**config.mk**
```make
export PLATFORM = sky130hd
export DESIGN_NAME = button_sync_debounce_flat
export DESIGN_NICKNAME = d
export VERILOG_FILES = /design/src/rtl/button_sync_debounce_pkg.sv /design/src/rtl/button_sync_debounce_if.sv /design/src/rtl/button_sync_debounce_channel.sv /design/src/rtl/button_sync_debounce.sv /design/src/flat_wrapper.sv
export SDC_FILE = /design/constraint.sdc
export NUM_CORES = 1
export LEC_CHECK = 0
export ABC_AREA = 1
export CAP_MARGIN = 10
export CORE_MARGIN = 4
export CORE_UTILIZATION = 25
export CTS_CLUSTER_SIZE = 40
export DETAILED_ROUTE_END_ITERATION = 7
export PLACE_DENSITY = 0.42
export SYNTH_ARGS = -nofsm -noshare
export SYNTH_HDL_FRONTEND = slang
export SYNTH_SLANG_ARGS = --single-unit
export TNS_END_PERCENT = 10
```
**constraint.sdc**
```tcl
create_clock -name clock -period 1.31 [get_ports clock]
set_input_delay 0.393 -clock clock [delete_from_list [all_inputs] [get_ports clock]]
set_output_delay 0.393 -clock clock [all_outputs]
set_load 0.02 [all_outputs]
```
**src/rtl/button_sync_debounce_pkg.sv**
```systemverilog
// Shared constants and helpers for the push-button front end.
// Optional build macro: FALL_PULSE_EN adds a falling-edge pulse output per channel.
package button_sync_pkg;

    // Default configuration of the synchroniser / debounce path
    localparam int DEF_SYNC_STAGES     = 32'sd2;
    localparam int DEF_DEBOUNCE_CYCLES = 32'sd16;

    // Channel assignment used by the clip-recorder control FSM
    localparam int CH_RESET   = 32'sd0;
    localparam int CH_CLIP    = 32'sd1;
    localparam int CH_PLAYREC = 32'sd2;
    localparam int CH_ACTION  = 32'sd3;

    // Width of the stability counter; it only has to reach cycles-1,
    // and never drops below one bit so the vector stays legal.
    function automatic int cnt_w(input int cycles);
        if (cycles <= 32'sd1) begin
            return 32'sd1;
        end else begin
            return $clog2(cycles);
        end
    endfunction

endpackage

```
**src/rtl/button_sync_debounce_if.sv**
```systemverilog
// Button bundle between the raw pins and the control FSM.
// Optional build macro: FALL_PULSE_EN adds buttonsFall.
interface button_sync_debounce_if #(
    parameter int NUM_CH = 32'sd4
) ();

    logic [NUM_CH-1:0] buttonsIn;
    logic [NUM_CH-1:0] buttonsLevel;
    logic [NUM_CH-1:0] buttonsRise;
`ifdef FALL_PULSE_EN
    logic [NUM_CH-1:0] buttonsFall;
`endif

    // Pin side: drives the raw inputs, observes the cleaned outputs
    modport master (
        output buttonsIn,
        input  buttonsLevel,
        input  buttonsRise
`ifdef FALL_PULSE_EN
        ,
        input  buttonsFall
`endif
    );

    // Debouncer side
    modport slave (
        input  buttonsIn,
        output buttonsLevel,
        output buttonsRise
`ifdef FALL_PULSE_EN
        ,
        output buttonsFall
`endif
    );

endinterface

```
**src/rtl/button_sync_debounce_channel.sv**
```systemverilog
// One button channel: synchroniser chain, stability counter, level and edge pulses.
// Optional build macro: FALL_PULSE_EN adds the registered falling-edge pulse.
module debounce_channel
    import button_sync_pkg::*;
#(
    parameter int SYNC_STAGES     = DEF_SYNC_STAGES,
    parameter int DEBOUNCE_CYCLES = DEF_DEBOUNCE_CYCLES
) (
    input  logic clock,
    input  logic reset,
    input  logic button_i,
    output logic level_o,
    output logic rise_o
`ifdef FALL_PULSE_EN
    ,
    output logic fall_o
`endif
);

    localparam int               CNT_W   = cnt_w(DEBOUNCE_CYCLES);
    localparam logic [CNT_W-1:0] CNT_MAX = CNT_W'(DEBOUNCE_CYCLES - 32'sd1);

    logic [SYNC_STAGES-1:0] sync_q;
    logic [SYNC_STAGES-1:0] sync_d;
    logic                   syncd_s;
    logic [CNT_W-1:0]       cnt_q;
    logic [CNT_W-1:0]       cnt_d;
    logic                   level_q;
    logic                   level_d;
    logic                   rise_q;
    logic                   rise_d;
`ifdef FALL_PULSE_EN
    logic                   fall_q;
    logic                   fall_d;
`endif

    // Shift the raw pin into the synchroniser; only stage 0 ever sees button_i
    always_comb begin
        sync_d = {sync_q[SYNC_STAGES-2:0], button_i};
    end

    assign syncd_s = sync_q[SYNC_STAGES-1];

    // Stability counter: any agreement with the current level clears the count,
    // the level flips only after DEBOUNCE_CYCLES consecutive disagreeing cycles
    always_comb begin
        cnt_d   = cnt_q;
        level_d = level_q;
        if (syncd_s == level_q) begin
            cnt_d = {CNT_W{1'b0}};
        end else if (cnt_q == CNT_MAX) begin
            level_d = syncd_s;
            cnt_d   = {CNT_W{1'b0}};
        end else begin
            cnt_d = cnt_q + CNT_W'(1'b1);
        end
    end

    // Edge pulses derive from the level about to be registered, so they
    // appear on the same edge as the level change and last one cycle
    always_comb begin
        rise_d = level_d & ~level_q;
`ifdef FALL_PULSE_EN
        fall_d = ~level_d & level_q;
`endif
    end

    // State and output registers; reset drops everything, including partial counts
    always_ff @(posedge clock or negedge reset) begin
        if (!reset) begin
            sync_q  <= {SYNC_STAGES{1'b0}};
            cnt_q   <= {CNT_W{1'b0}};
            level_q <= 1'b0;
            rise_q  <= 1'b0;
`ifdef FALL_PULSE_EN
            fall_q  <= 1'b0;
`endif
        end else begin
            sync_q  <= sync_d;
            cnt_q   <= cnt_d;
            level_q <= level_d;
            rise_q  <= rise_d;
`ifdef FALL_PULSE_EN
            fall_q  <= fall_d;
`endif
        end
    end

    assign level_o = level_q;
    assign rise_o  = rise_q;
`ifdef FALL_PULSE_EN
    assign fall_o  = fall_q;
`endif

endmodule

```
**src/rtl/button_sync_debounce.sv**
```systemverilog
// Multi-channel push-button synchroniser and debouncer for the clip-recorder front end.
// Optional build macro: FALL_PULSE_EN adds buttonsFall (one-cycle 1->0 pulse).
module button_sync_debounce
    import button_sync_pkg::*;
#(
    parameter int NUM_CH          = 32'sd4,
    parameter int SYNC_STAGES     = DEF_SYNC_STAGES,
    parameter int DEBOUNCE_CYCLES = DEF_DEBOUNCE_CYCLES
) (
    input  logic                   clock,
    input  logic                   reset,
    button_sync_debounce_if.slave  bus
);

    // Reject configurations the channel logic cannot implement
    if (NUM_CH < 32'sd1) begin : g_bad_num_ch
        $error("button_sync_debounce: NUM_CH must be >= 1");
    end
    if (SYNC_STAGES < 32'sd2) begin : g_bad_sync
        $error("button_sync_debounce: SYNC_STAGES must be >= 2");
    end
    if (DEBOUNCE_CYCLES < 32'sd1) begin : g_bad_deb
        $error("button_sync_debounce: DEBOUNCE_CYCLES must be >= 1");
    end

    logic [NUM_CH-1:0] level_s;
    logic [NUM_CH-1:0] rise_s;
`ifdef FALL_PULSE_EN
    logic [NUM_CH-1:0] fall_s;
`endif

    // Channels share nothing but the clock and reset
    for (genvar i = 0; i < NUM_CH; i++) begin : g_ch
        debounce_channel #(
            .SYNC_STAGES     (SYNC_STAGES),
            .DEBOUNCE_CYCLES (DEBOUNCE_CYCLES)
        ) u_ch (
            .clock    (clock),
            .reset    (reset),
            .button_i (bus.buttonsIn[i]),
            .level_o  (level_s[i]),
            .rise_o   (rise_s[i])
`ifdef FALL_PULSE_EN
            ,
            .fall_o   (fall_s[i])
`endif
        );
    end

    assign bus.buttonsLevel = level_s;
    assign bus.buttonsRise  = rise_s;
`ifdef FALL_PULSE_EN
    assign bus.buttonsFall  = fall_s;
`endif

endmodule

```
**src/flat_wrapper.sv**
```systemverilog
// flat-port wrapper written by rule: the top's interface ports become plain ports
module button_sync_debounce_flat import button_sync_pkg::*;
#(
    parameter int NUM_CH          = 32'sd4,
    parameter int SYNC_STAGES     = DEF_SYNC_STAGES,
    parameter int DEBOUNCE_CYCLES = DEF_DEBOUNCE_CYCLES
)
  (clock, reset, bus_buttonsIn, bus_buttonsLevel, bus_buttonsRise);
  button_sync_debounce_if #(.NUM_CH(NUM_CH)) bus_i ();
  input  logic clock;
  input  logic reset;
  input wire logic [$bits(bus_i.buttonsIn)-1:0] bus_buttonsIn;
  output wire logic [$bits(bus_i.buttonsLevel)-1:0] bus_buttonsLevel;
  output wire logic [$bits(bus_i.buttonsRise)-1:0] bus_buttonsRise;
  assign bus_i.buttonsIn = bus_buttonsIn;
  assign bus_buttonsLevel = bus_i.buttonsLevel;
  assign bus_buttonsRise = bus_i.buttonsRise;
  button_sync_debounce #(.NUM_CH(NUM_CH), .SYNC_STAGES(SYNC_STAGES), .DEBOUNCE_CYCLES(DEBOUNCE_CYCLES)) u_core (.clock(clock), .reset(reset), .bus(bus_i));
endmodule
```
==> impl_metrics.env <==
export IMPL_slew_viol_final=0
export IMPL_dieArea_um2=6770
export IMPL_synth_top_area_share=0.580
export IMPL_tightest_slew_ps=175
export IMPL_fin_skew_ps=6.77
export IMPL_power_density_nw_per_um2=1200
export IMPL_grt_pass1_wl_mm=3.66
export IMPL_muxShareOfSynthArea=0
export IMPL_die_w_um=82.3
export IMPL_dp_cells=214
export IMPL_cts_buffers=5
export IMPL_core_um2=5240
export IMPL_root_buffer="clkbuf_8"
export IMPL_ios=14
export IMPL_synth_top_cell_by_area="dfrtp_1"
export IMPL_max_freq_mhz=831
export IMPL_initial_core_util=0.263
export IMPL_grt_max_degree=33
export IMPL_ys_warnings_count=0
export IMPL_slowest_delay_ps=370
export IMPL_slowest_stage="dfrtp_1"
export IMPL_ir_drop_v=0.000380
export IMPL_netlist_instances=134
export IMPL_critPathCaptureType="primary output"
export IMPL_yosys_cell_count_top_type="dfrtp_1"
export IMPL_grt_pass1_vias=853
export IMPL_synth_edff_count=0
export IMPL_synth_adder_area_share=0.0363
export IMPL_syn_cell_area_um2=1380
export IMPL_nFillCells=533
export IMPL_period_minus_slack_ps=1200
export IMPL_arrival_ps=810
export IMPL_crit_required_ps=920
export IMPL_power_leakage_nw=0.820
export IMPL_drt_antenna_violating_nets=0
export IMPL_antenna_found_initial=0
export IMPL_synth_fp_nets=144
export IMPL_synthXorXnorAreaFrac=0.00635
export IMPL_final_hold_violation_count=0
export IMPL_wirelength_mm=2.07
export IMPL_rsz0062_at_grt="false"
export IMPL_route_vias_total=862
export IMPL_portBuffers=13
export IMPL_final_setup_tns_ps=0
export IMPL_avgRoutedWirePerCell_um=9.31
export IMPL_cp_start_kind="flop"
export IMPL_cts_sink_count=32
export IMPL_ys_dominant_reg_cell="dfrtp_1"
export IMPL_ys_seq_elements=32
export IMPL_min_period_over_period=0.918
export IMPL_fp_row_count=26
export IMPL_syn_area_per_cell_um2=10.3
export IMPL_synth_top_family_by_area="simple AND/OR/NAND/NOR gates"
export IMPL_grt_overflow_total=0
export IMPL_drive_above_1_share=0.322
export IMPL_setup_violations=0
export IMPL_crit_chain="buf_2"
export IMPL_vias_per_cell=3.88
export IMPL_fin_cells=222
export IMPL_synthSimpleGateAreaFrac=0.267
export IMPL_cp_num_buf_inv=1
export IMPL_drt_initial_drc_count=28
export IMPL_drv_cap=0
export IMPL_drtPass1Iterations=4
export IMPL_async_reset_ff_frac=1.00
export IMPL_dpl_hpwl_mm=1.47
export IMPL_worstHoldPathType="flop to flop"
export IMPL_holdBufCountCts=0
export IMPL_clkLatencyLatePin_ps=280
export IMPL_relSlewSlack=0.883
export IMPL_gp_congestion=0.684
export IMPL_clk_pin_slew_ps=70
export IMPL_status="completed"
export IMPL_cp_top_family="flip-flops"
export IMPL_die_h_um=82.3
export IMPL_track_usage=0.0742
export IMPL_crit_fanout=2
export IMPL_fin_nets=161
export IMPL_yosysSeqAreaShare=0.580
export IMPL_n_antenna_cell=0
export IMPL_drc=0
export IMPL_synth_top_cells_by_area="dfrtp_1 (58%), nand2_1 (6.3%), nand3_2 (5.8%)"
export IMPL_path_class="flop to primary output"
export IMPL_htree_levels=2
export IMPL_area_delta_synth_final_pct=18.9
export IMPL_max_clock_path_buffers=2
export IMPL_synth_cell_type_count=16
export IMPL_cts_tree="yes"
export IMPL_synth_common_cells="dfrtp_1 (32), nand2_1 (23), nor2_1 (15)"
export IMPL_synth_compound_area_frac=0.0145
export IMPL_cts_setup_buffers=0
==> through the flow <==
step	total power, mW	hold WS (ps)	instance area, um2	worst slack (ps)	utilization
global route	2.08	359	1640	56.5	0.313
floorplan	1.15	97.4	1380	344	-
CTS	2.02	353	1670	6.83	0.318
finish	1.97	350	1640	107	0.313
global placement	1.21	335	1590	-6.97	0.303
detailed placement	1.21	338	1590	-11.8	0.303
==> registers in the layout, indices dropped and copies added (netlist names) <==
register and flops:
u_core.g_ch.u_ch.sync_q 8, u_core.g_ch.u_ch.level_o 4, u_core.g_ch.u_ch.rise_o 4, u_core.g_ch.u_ch.cnt_q 16
==> where the power goes <==
group / switching [mW] / leakage, nW / total (mW) / internal, mW
Clock: 0.360 / 0.0510 / 0.779 / 0.419
Combinational: 0.0695 / 0.351 / 0.124 / 0.0541
Sequential: 0.0354 / 0.418 / 1.07 / 1.03
Total: 0.465 / 0.820 / 1.97 / 1.50
==> placed cells by master (no fill, tap or decap), drive strengths merged <==
cell / netlist / final
buf: 8 / 13
o21ai: 4 / 4
ha: 4 / 4
nor2: 16 / 16
nand2: 27 / 27
nand4: 4 / 4
xnor2: 1 / 1
nand3: 12 / 12
clkinv: 1 / 3
nor3: 7 / 7
dfrtp: 32 / 32
clkdlybuf4s50: 0 / 5
inv: 18 / 18
clkbuf: 0 / 6
==> kinds of logic after synthesis <==
logic type	count (synthesis)
and+or+nand+nor	66
DFF	32
buffers and inverters	27
xor gates and xnor gates	1
AOI/OAI and AO/OA	4
adders and majority gates	4
==> path summary, 6_finish.rpt <==
path / endpoint / cells past startpoint / slack, ps / from
max: bus_buttonsLevel[0] / 1 / 110 / u_core.g_ch[0].u_ch.level_o$_DFF_PN0_
min: u_core.g_ch[3].u_ch.sync_q[1]$_DFF_PN0_ / 0 / 350 / u_core.g_ch[3].u_ch.sync_q[0]$_DFF_PN0_
max reg2reg: u_core.g_ch[3].u_ch.cnt_q[0]$_DFF_PN0_ / 4 / 260 / u_core.g_ch[3].u_ch.cnt_q[0]$_DFF_PN0_
min in group asynchronous: u_core.g_ch[3].u_ch.rise_o$_DFF_PN0_ / 2 / 470 / reset
min reg2reg: u_core.g_ch[3].u_ch.sync_q[1]$_DFF_PN0_ / 0 / 350 / u_core.g_ch[3].u_ch.sync_q[0]$_DFF_PN0_
max in group asynchronous: u_core.g_ch[2].u_ch.cnt_q[3]$_DFF_PN0_ / 2 / 670 / reset
==> what timing repair did <==
item,4_1_cts,5_1_grt
setup endpoints to repair,8,4
gates resized for setup,28,4
gates cloned,0,0
hold endpoints to repair,0,0
==> final cells by class <==
cell class	instances	area, um2	share of cell area
well taps	70	87.6	0.0534
flip-flops and latches	32	801	0.488
inverters	19	71.3	0.0435
multi-input cells	75	448	0.273
clock buffers	6	82.6	0.0503
repair buffers	18	140	0.0854
clock inverters	2	10.0	0.00610
==> layer usage <==
| layer | track usage | share of wire | up-vias |
|---|---|---|---|
| li1 | - | - | 445 |
| met1 | 0.0828 | 0.45 | 391 |
| met2 | 0.119 | 0.46 | 20 |
| met3 | 0.0325 | 0.061 | 6 |
| met4 | 0.0399 | 0.025 | 0 |
| met5 | 0 | 0 | - |
Power figures use the tool's default switching activity.
